--- src/rtl/vec_mem_requester_pkg.sv ---
//==============================================================================
// Module      : vec_mem_pkg
// Description : Shared types and geometry for the vector memory requester:
//               command opcodes, sequencer states and address widths.
// Revision    : 1.0 - initial release
//==============================================================================
`default_nettype none
`timescale 1ns/1ps

package vec_mem_pkg;

    localparam int LANES       = 4;
    localparam int LANE_W      = 2;
    localparam int BYTE_ADDR_W = 19;
    localparam int WORD_ADDR_W = 17;
    localparam int DATA_W      = 32;

    // Command opcodes as encoded on the request port
    typedef enum logic [1:0] {
        OP_LDW     = 2'b00,
        OP_STW     = 2'b01,
        OP_GATHER  = 2'b10,
        OP_SCATTER = 2'b11
    } op_e;

    // Sequencer states
    typedef enum logic [2:0] {
        ST_IDLE  = 3'd0,
        ST_LDW   = 3'd1,
        ST_STW   = 3'd2,
        ST_GATH  = 3'd3,
        ST_SC_RD = 3'd4,
        ST_SC_WR = 3'd5,
        ST_DONE  = 3'd6
    } state_e;

endpackage : vec_mem_pkg

`default_nettype wire

--- src/rtl/vec_mem_requester_lane_addr_gen.sv ---
//==============================================================================
// Module      : vec_lane_addr_gen
// Description : Byte address of lane N of a strided access:
//               base + N * sext(stride), N = 0..3, wrapping modulo 2^19.
//               The multiply by 0..3 is a shift plus an add.
// Revision    : 1.0 - initial release
//==============================================================================
`default_nettype none
`timescale 1ns/1ps

module vec_lane_addr_gen
    import vec_mem_pkg::*;
#(
    parameter int STRIDE_W = 8
) (
    input  logic [BYTE_ADDR_W-1:0] base_i,
    input  logic [STRIDE_W-1:0]    stride_i,
    input  logic [LANE_W-1:0]      lane_i,
    output logic [BYTE_ADDR_W-1:0] addr_o
);

    logic [BYTE_ADDR_W-1:0] sext;
    logic [BYTE_ADDR_W-1:0] offset;

    generate
        if (STRIDE_W >= BYTE_ADDR_W) begin : g_sext_trunc
            assign sext = stride_i[BYTE_ADDR_W-1:0];
        end else begin : g_sext_ext
            assign sext = {{(BYTE_ADDR_W-STRIDE_W){stride_i[STRIDE_W-1]}}, stride_i};
        end
    endgenerate

    // Lane offset = lane * stride, built from shifts so no multiplier is needed
    always_comb begin
        offset = '0;
        case (lane_i)
            2'd0:    offset = '0;
            2'd1:    offset = sext;
            2'd2:    offset = sext << 1;
            2'd3:    offset = (sext << 1) + sext;
            default: offset = '0;
        endcase
    end

    assign addr_o = base_i + offset;

endmodule : vec_lane_addr_gen

`default_nettype wire

--- src/rtl/vec_mem_requester.sv ---
//==============================================================================
// Module      : vec_mem_requester
// Description : Sequencer for the vector data memory port. Takes one
//               LDW/STW/GATHER/SCATTER command at a time, drives the memory
//               pins cycle by cycle and returns a one-cycle response pulse.
// Revision    : 1.0 - initial release
//==============================================================================
`default_nettype none
`timescale 1ns/1ps

module vec_mem_requester
    import vec_mem_pkg::*;
#(
    parameter int STRIDE_W = 8
) (
    input  logic                   clk_i,
    input  logic                   rst_i,
    // command port
    input  logic                   req_valid_i,
    output logic                   req_ready_o,
    input  logic [1:0]             req_op_i,
    input  logic [BYTE_ADDR_W-1:0] req_addr_i,
    input  logic [STRIDE_W-1:0]    req_stride_i,
    input  logic [DATA_W-1:0]      req_data_i,
    // response port
    output logic                   rsp_valid_o,
    output logic [DATA_W-1:0]      rsp_data_o,
    // memory port
    output logic [WORD_ADDR_W-1:0] mem_a_o,
    output logic [DATA_W-1:0]      mem_wdv_o,
    output logic [DATA_W-1:0]      mem_wds_o,
    output logic [LANE_W-1:0]      mem_pos_o,
    output logic                   mem_we_o,
    output logic                   mem_e_o,
    output logic                   mem_s_o,
    input  logic [DATA_W-1:0]      mem_rd_i
);

    state_e                 state_q,  state_d;
    logic [LANE_W-1:0]      lane_q,   lane_d;
    logic [BYTE_ADDR_W-1:0] addr_q,   addr_d;
    logic [STRIDE_W-1:0]    stride_q, stride_d;
    logic [DATA_W-1:0]      data_q,   data_d;
    logic [DATA_W-1:0]      result_q, result_d;
    logic [DATA_W-1:0]      wbuf_q,   wbuf_d;

    logic [BYTE_ADDR_W-1:0] lane_addr;

    vec_lane_addr_gen #(
        .STRIDE_W (STRIDE_W)
    ) u_lane_addr_gen (
        .base_i   (addr_q),
        .stride_i (stride_q),
        .lane_i   (lane_q),
        .addr_o   (lane_addr)
    );

    // State, lane counter and latched command/data registers
    always_ff @(posedge clk_i or posedge rst_i) begin
        if (rst_i) begin
            state_q  <= ST_IDLE;
            lane_q   <= '0;
            addr_q   <= '0;
            stride_q <= '0;
            data_q   <= '0;
            result_q <= '0;
            wbuf_q   <= '0;
        end else begin
            state_q  <= state_d;
            lane_q   <= lane_d;
            addr_q   <= addr_d;
            stride_q <= stride_d;
            data_q   <= data_d;
            result_q <= result_d;
            wbuf_q   <= wbuf_d;
        end
    end

    // Next state and memory/handshake outputs, decoded from the current state
    always_comb begin
        state_d     = state_q;
        lane_d      = lane_q;
        addr_d      = addr_q;
        stride_d    = stride_q;
        data_d      = data_q;
        result_d    = result_q;
        wbuf_d      = wbuf_q;

        req_ready_o = 1'b0;
        rsp_valid_o = 1'b0;
        rsp_data_o  = '0;
        mem_a_o     = '0;
        mem_wdv_o   = '0;
        mem_wds_o   = '0;
        mem_pos_o   = '0;
        mem_we_o    = 1'b0;
        mem_e_o     = 1'b0;
        mem_s_o     = 1'b0;

        case (state_q)
            ST_IDLE: begin
                req_ready_o = 1'b1;
                if (req_valid_i) begin
                    addr_d   = req_addr_i;
                    stride_d = req_stride_i;
                    data_d   = req_data_i;
                    result_d = '0;
                    wbuf_d   = '0;
                    lane_d   = '0;
                    case (op_e'(req_op_i))
                        OP_LDW:     state_d = ST_LDW;
                        OP_STW:     state_d = ST_STW;
                        OP_GATHER:  state_d = ST_GATH;
                        OP_SCATTER: state_d = ST_SC_RD;
                    endcase
                end
            end

            ST_LDW: begin
                mem_a_o  = lane_addr[BYTE_ADDR_W-1:2];
                result_d = mem_rd_i;
                state_d  = ST_DONE;
            end

            ST_STW: begin
                mem_a_o   = lane_addr[BYTE_ADDR_W-1:2];
                mem_wdv_o = data_q;
                mem_we_o  = 1'b1;
                state_d   = ST_DONE;
            end

            ST_GATH: begin
                mem_a_o   = lane_addr[BYTE_ADDR_W-1:2];
                mem_pos_o = lane_addr[1:0];
                mem_e_o   = 1'b1;
                mem_s_o   = 1'b1;
                result_d[{lane_q, 3'b000} +: 8] = mem_rd_i[7:0];
                if (lane_q == 2'd3) begin
                    state_d = ST_DONE;
                end else begin
                    lane_d = lane_q + 2'd1;
                end
            end

            // Each scatter lane re-reads its word, so overlapping lanes merge
            // correctly and the last lane to touch a byte wins.
            ST_SC_RD: begin
                mem_a_o = lane_addr[BYTE_ADDR_W-1:2];
                wbuf_d  = mem_rd_i;
                state_d = ST_SC_WR;
            end

            ST_SC_WR: begin
                mem_a_o   = lane_addr[BYTE_ADDR_W-1:2];
                mem_wdv_o = wbuf_q;
                mem_wds_o = {24'd0, data_q[{lane_q, 3'b000} +: 8]};
                mem_pos_o = lane_addr[1:0];
                mem_e_o   = 1'b1;
                mem_we_o  = 1'b1;
                if (lane_q == 2'd3) begin
                    state_d = ST_DONE;
                end else begin
                    lane_d  = lane_q + 2'd1;
                    state_d = ST_SC_RD;
                end
            end

            // Stores leave result_q at the zero loaded on acceptance
            ST_DONE: begin
                rsp_valid_o = 1'b1;
                rsp_data_o  = result_q;
                lane_d      = '0;
                state_d     = ST_IDLE;
            end

            default: begin
                state_d = ST_IDLE;
            end
        endcase
    end

endmodule : vec_mem_requester

`default_nettype wire

--- config.mk ---
export PLATFORM = sky130hd
export DESIGN_NAME = vec_mem_requester
export DESIGN_NICKNAME = d
export VERILOG_FILES = /design/src/rtl/vec_mem_requester_pkg.sv /design/src/rtl/vec_mem_requester_lane_addr_gen.sv /design/src/rtl/vec_mem_requester.sv
export SDC_FILE = /design/constraint.sdc
export NUM_CORES = 1
export LEC_CHECK = 0
export CAP_MARGIN = 20
export CORE_AREA = 2 2 181 94
export DETAILED_ROUTE_END_ITERATION = 7
export DIE_AREA = 0 0 183 96
export HOLD_SLACK_MARGIN = 0.08
export PLACE_DENSITY = 0.84
export SYNTH_ARGS = -nofsm -noshare
export SYNTH_HDL_FRONTEND = slang
export SYNTH_SLANG_ARGS = --single-unit
--- constraint.sdc ---
create_clock -name clk_i -period 4.8 [get_ports clk_i]
set_clock_uncertainty 0.1 [all_clocks]
set_input_delay 0.72 -clock clk_i [delete_from_list [all_inputs] [get_ports clk_i]]
set_output_delay 0.72 -clock clk_i [all_outputs]
set_load 0.05 [all_outputs]
# Yosys cells after proc, flatten, opt, wreduce, memory -nomap -nowiden
# Cells that the tools add are included.
totals:
  out_inout_bits: 120
  inputBits: 96
  elab_cells: 67
  reg_bits: 128
op_classes:
  n_shift: 3
  reduce_logical: 15
  n_mux: 23
  eq_ne: 15
  add_sub_neg: 4
op_table:
  columns: ["op", "n"]
  rows:
  - ["one-hot mux 32 bit (2 select lines)", 2]
  - ["one-hot mux 32 bit (3 select lines)", 1]
  - ["one-hot mux 19 bit (4 select lines)", 1]
  - ["2-to-1 mux 32 bit", 2]
  - ["bitwise mux 32 bit", 1]
  - ["variable shift 8 x 7 -> 32 bit, first input constant", 1]
  - ["indexed part select 32 x 6 -> 8 bit", 1]
  - ["indexed part select 8 x 7 -> 32 bit", 1]
  - ["adder 19 bit", 1]
  - ["2-to-1 mux 17 bit", 1]
  - ["one-hot mux 3 bit (5 select lines)", 1]
  - ["one-hot mux 3 bit (4 select lines)", 1]
  - ["adder 9 x 8 -> 10 bit", 1]
  - ["equality test 3 bit, second input constant", 3]
  - ["equality test 2 bit, second input constant", 4]
  - ["2-to-1 mux 2 bit", 4]
  - ["2-to-1 mux 8 bit", 1]
  - ["AND reduction 2 bit", 4]
  - ["negation 5 -> 7 bit", 1]
  - ["equality test 3 x 2 -> 1 bit, second input constant", 2]
  - ["2-to-1 mux 3 bit", 2]
  - ["!= test 2 bit, second input constant", 3]
  - ["one-hot mux 2 bit (3 select lines)", 1]
  - ["nonzero test 3 bit", 2]
  - ["10 further kinds", 18]

# Depth between registers and ports, before layout
logic_depth:
  word_depth: 4
  mapped_depth: 15
  ltp_nobuf: 15

# By module
# A second synthesis with hierarchy kept.
unflattened:
  hier_cells: 818
  area_unflattened_um2: 8279.2
by_module_without_submodules:
  columns: ["mod", "area_each_um2", "n_inst", "seq_area_each_um2", "cells_each"]
  rows:
  - ["vec_mem_requester", 6871.6, 1, 3203.1, 624]
  - ["vec_lane_addr_gen", 1407.6, 1, 0.0, 194]

# Least setup slack after synthesis
# No wires, ideal clock.
synth_timing:
  kind: "flip-flop to output port"
  start: "reg stride_q[1]"
  end: "out mem_a_o[14]"
  t_arrival_ns: 3.779
  stages_incl_launch_ff: 15
  setup_slack_ns: 0.201
  path_buffers: 0
  required_time_ns: 3.980
  cell_sequence: "dfrtp_1 ha_1 fa_1 a21o_1 a21oi_1 xnor2_1 a222oi_1 nor2_1 ha_1 o21a_1 o21ai_0 a221oi_1 o311a_1 o21a_1 nor3_2"
synth_between:
  elab_chain_cells: 4
synth_lines:
  columns: ["item", "line", "source"]
  rows:
  - ["start, declared", "vec_mem_requester.sv:42", "logic [STRIDE_W-1:0] stride_q, stride_d;"]
  - ["start signal, assigned", "vec_mem_requester.sv:72", "stride_q <= stride_d;"]
  - ["adder 9 x 8 -> 10 bit", "vec_mem_requester_lane_addr_gen.sv:40", "2'd3: offset = (sext << 1) + sext;"]
  - ["one-hot mux 19 bit (4 select lines) (*)", "vec_mem_requester_lane_addr_gen.sv:36", "case (lane_i)"]
  - ["adder 19 bit (*)", "vec_mem_requester_lane_addr_gen.sv:45", "assign addr_o = base_i + offset;"]
  - ["2-to-1 mux 17 bit (*)", "vec_mem_requester.sv:100", "case (state_q)"]
  - ["end, declared", "vec_mem_requester.sv:29", "output logic [WORD_ADDR_W-1:0] mem_a_o,"]
# Every way passes the cells marked *; elsewhere a longest branch is shown, timed or not.

# Worst setup path in the final report
# Same ends and word-level chain as after synthesis.

==> run summary <==
The run finished, with violations left. The final reports fail on setup timing. Synthesis inferred 128 register bits. The final route contains 6779 vias. The beginning of the worst register-to-register path is state_q[0]$_DFFE_PP0P_. The first routing iteration left 778 violations. The synthesized cell area came out at 7600 µm². The total of max-cap violations came out at 0. The count of distinct cell types in the synthesized netlist came out at 58. The cell type with the largest total area after synthesis is dfrtp_1. The TritonCTS buffer count came out at 17. The global-route wire length before repair is 38.1 mm. The maximum number of pins on one net before global-route repair is 73. The path class of the tightest hold or removal check is reg2reg. After technology mapping, the gate count stands at 748.

The number of placement rows came out at 33. The number of buffers between clock root and the deepest sink is 2. The final setup violation count came out at 3. The slew at the pin closest to its max-slew limit is 961 ps. The total number of H-tree levels came out at 4. In this run the worst path has a maximum fanout of 5. After routing the design area is 10600 µm². At the end of routability-driven placement, the weighted congestion stood at 0.960.

The remaining antenna violation count after routing is 0. The net count of the finished layout came out at 1071. The type of element launching the critical path is a flip-flop. The die height came out at 96 µm. Sorting the synthesized cells by area gives the leading types as dfrtp_1 42%, mux2_2 8.7%, ha_1 5.6%. The worst-skew pair later-pin latency came out at 420 ps. The number of global-route vias before repair came to 6487. The number of iterations in the first detailed-routing pass is 8. The starting utilization of the core area is 47.4%. The share of the Yosys chip area taken by registers is 42.2%. The I/O pin count is 216. The arrival time of the worst setup path came out at 4030 ps.

The number of enable flip-flop cells after synthesis is 0. The die is 183 µm wide. The worst setup path is of the reg2out kind. Counting flops with an async set or reset pin after synthesis yields a share of 100%. Setup repair after global routing could not meet its margin everywhere. In this run the cell area measured after placement is 9680 µm². The most critical setup path has its startpoint at stride_q[1]$_DFFE_PP0P_. The number of antenna violations at the first check in global routing came out at 0. For this design, the sink count on the clock tree is 128.

During placement, the flow inserted port buffers numbering 191. Yosys printed 0 warnings. The clock-pin slew reported for the worst setup and hold paths after clock tree synthesis came out at 70 ps. After layout, the worst setup slack is -54.4 ps.

The endpoint required time on the critical path is 3980 ps. The standard cell core area is 16000 µm². The placed wire-length estimate came out at 18.6 mm.

The worst setup path is captured at an output port. The number of diodes came out at 0. The worst reg-to-reg setup slack is 2280 ps. For this run the aggregate overflow at the end of global routing stands at 0. The share of Yosys cell area claimed by the top area cell type came out at 42.2%.

The most used flip-flop cell after synthesis is dfrtp_1. The routed via count divided by cell count came out at 5.83. The final wirelength is 25.7 mm.

The startpoint of the most critical hold path is result_q[12]$_DFFE_PP0P_. The total die area came out at 17600 µm². The count of final max-slew check failures is 0. Global routing used 29.3% of the available tracks.

In the final routed layout, each cell accounts on average for 22.1 µm. The tightest slew margin relative to the limit came out at 35.9%. The average cell area after synthesis is 10.2 µm². The fmax is 0.206 GHz. The clock root buffer is clkbuf_16. The post-synthesis to final-layout area growth is 39.1%. Of the cells placed in the final design, the portion with a size suffix greater than 1 is 20.5%. The final hold violation count is 0. The minimum clock period after layout came out at 4850 ps. The DRC violation count after routing is 0. TritonCTS built the clock tree. The ratio of final minimum period to clock period came out at 101%.
## critical path, stage by stage (launching register included)
cell and delay (ps):
dfrtp_2 450, buf_6 140, fa_2 390, a21o_1 180, a21oi_2 160, xnor2_1 90, a222oi_1 370, nor2_1 110
ha_2 290, o21a_1 200, o21ai_2 210, a221oi_4 100, o311a_1 370, o21a_1 210, nor3_4 160, buf_12 160
## metrics by stage
stage	std cells	setup TNS, ps	hold slack [ps]	utilization [%]	worst slack (ps)
after floorplan	771	0	351	-	201
after global placement	1116	0	362	60.3	271
after detailed placement	1117	0	372	60.4	156
after CTS	1155	0	389	64.6	0.380
after global routing	1162	-505	417	66.0	-158
final	1162	-95.3	388	66.0	-54.4
## layer usage
| metal | part of all wire, % | vias up | track usage [%] |
|---|---|---|---|
| li1 | - | 3037 | - |
| met1 | 45 | 3350 | 42.9 |
| met2 | 41 | 371 | 40.3 |
| met3 | 12 | 21 | 11.9 |
| met4 | 0.79 | 0 | 5.87 |
| met5 | 0 | - | 0 |
## Yosys cell counts, types with 3 or more instances
library cell	count
a21o_1	8
a21oi_1	22
a222oi_1	27
a22o_1	40
a22oi_1	6
a31oi_1	6
and2_1	47
and3_1	4
and4_1	3
buf_2	9
buf_4	30
clkbuf_1	28
dfrtp_1	128
ha_1	34
inv_1	34
mux2_2	59
mux4_2	8
nand2_1	80
nand2b_1	5
nand3_1	3
nor2_1	38
nor2b_1	6
nor3_1	5
o21a_1	6
o21ai_0	47
o21ai_1	5
or2_2	4
xnor2_1	9
xor2_1	9
## flip-flops by register name, summed over array words and instances, names as in the netlist
register,count
addr_q,19
data_q,32
lane_q,2
result_q,32
state_q,3
stride_q,8
wbuf_q,32
## logic make-up after synthesis
logic type	share of synthesized area, %
buffers and inverters	7.07
DFF	42.2
AOI/OAI and AO/OA	18.1
muxes	11.5
adders and majority gates	6.13
other	0.0494
and+or+nand+nor	12.9
xor gates and xnor gates	2.08
## repair_timing
| item | 4_1_cts | 5_1_grt |
|---|---|---|
| resized for setup | 10 | 33 |
| endpoints found under the hold margin | 0 | 0 |
| cloned | 0 | 0 |
| buffers inserted | 6 | 6 |
| endpoints found under the setup margin | 7 | 9 |
| hold buffers | 0 | 0 |
| pin swaps | 6 | 21 |
## layout by cell type, fill, tap and decap left out, types with 24 or more instances in the layout
master           netlist  routed
a22o_1                40      40
a222oi_1              27      27
ha_1                  34      25
and2_1                47      46
buf_4                 30      30
nand2_1               80      80
dfrtp_1              128     125
inv_1                 34      33
clkdlybuf4s50_1        0     175
nor2_1                38      34
mux2_2                59      59
conb_1                 1      24
o21ai_0               47      45
## final cells by class
type / instances / area (µm²)
Clock buffer: 18 / 439
Clock inverter: 14 / 155
Fill cell: 1265 / 5450
Inverter: 36 / 138
Multi-Input combinational cell: 537 / 4110
Sequential cell: 128 / 3210
Tap cell: 210 / 263
Timing Repair Buffer: 219 / 2250
## worst paths after layout
| check | end | cells past startpoint |
|---|---|---|
| min reg2reg | result_q[12]$_DFFE_PP0P_ | 2 |
| max reg2reg | data_q[0]$_DFFE_PP0P_ | 4 |
| min | result_q[12]$_DFFE_PP0P_ | 2 |
| min in group asynchronous | result_q[17]$_DFFE_PP0P_ | 2 |
| max in group asynchronous | data_q[20]$_DFFE_PP0P_ | 3 |
| max | mem_a_o[14] | 15 |
Power is not shown: default switching activity piles up to over one toggle a cycle in this logic, so the estimate is an artifact.
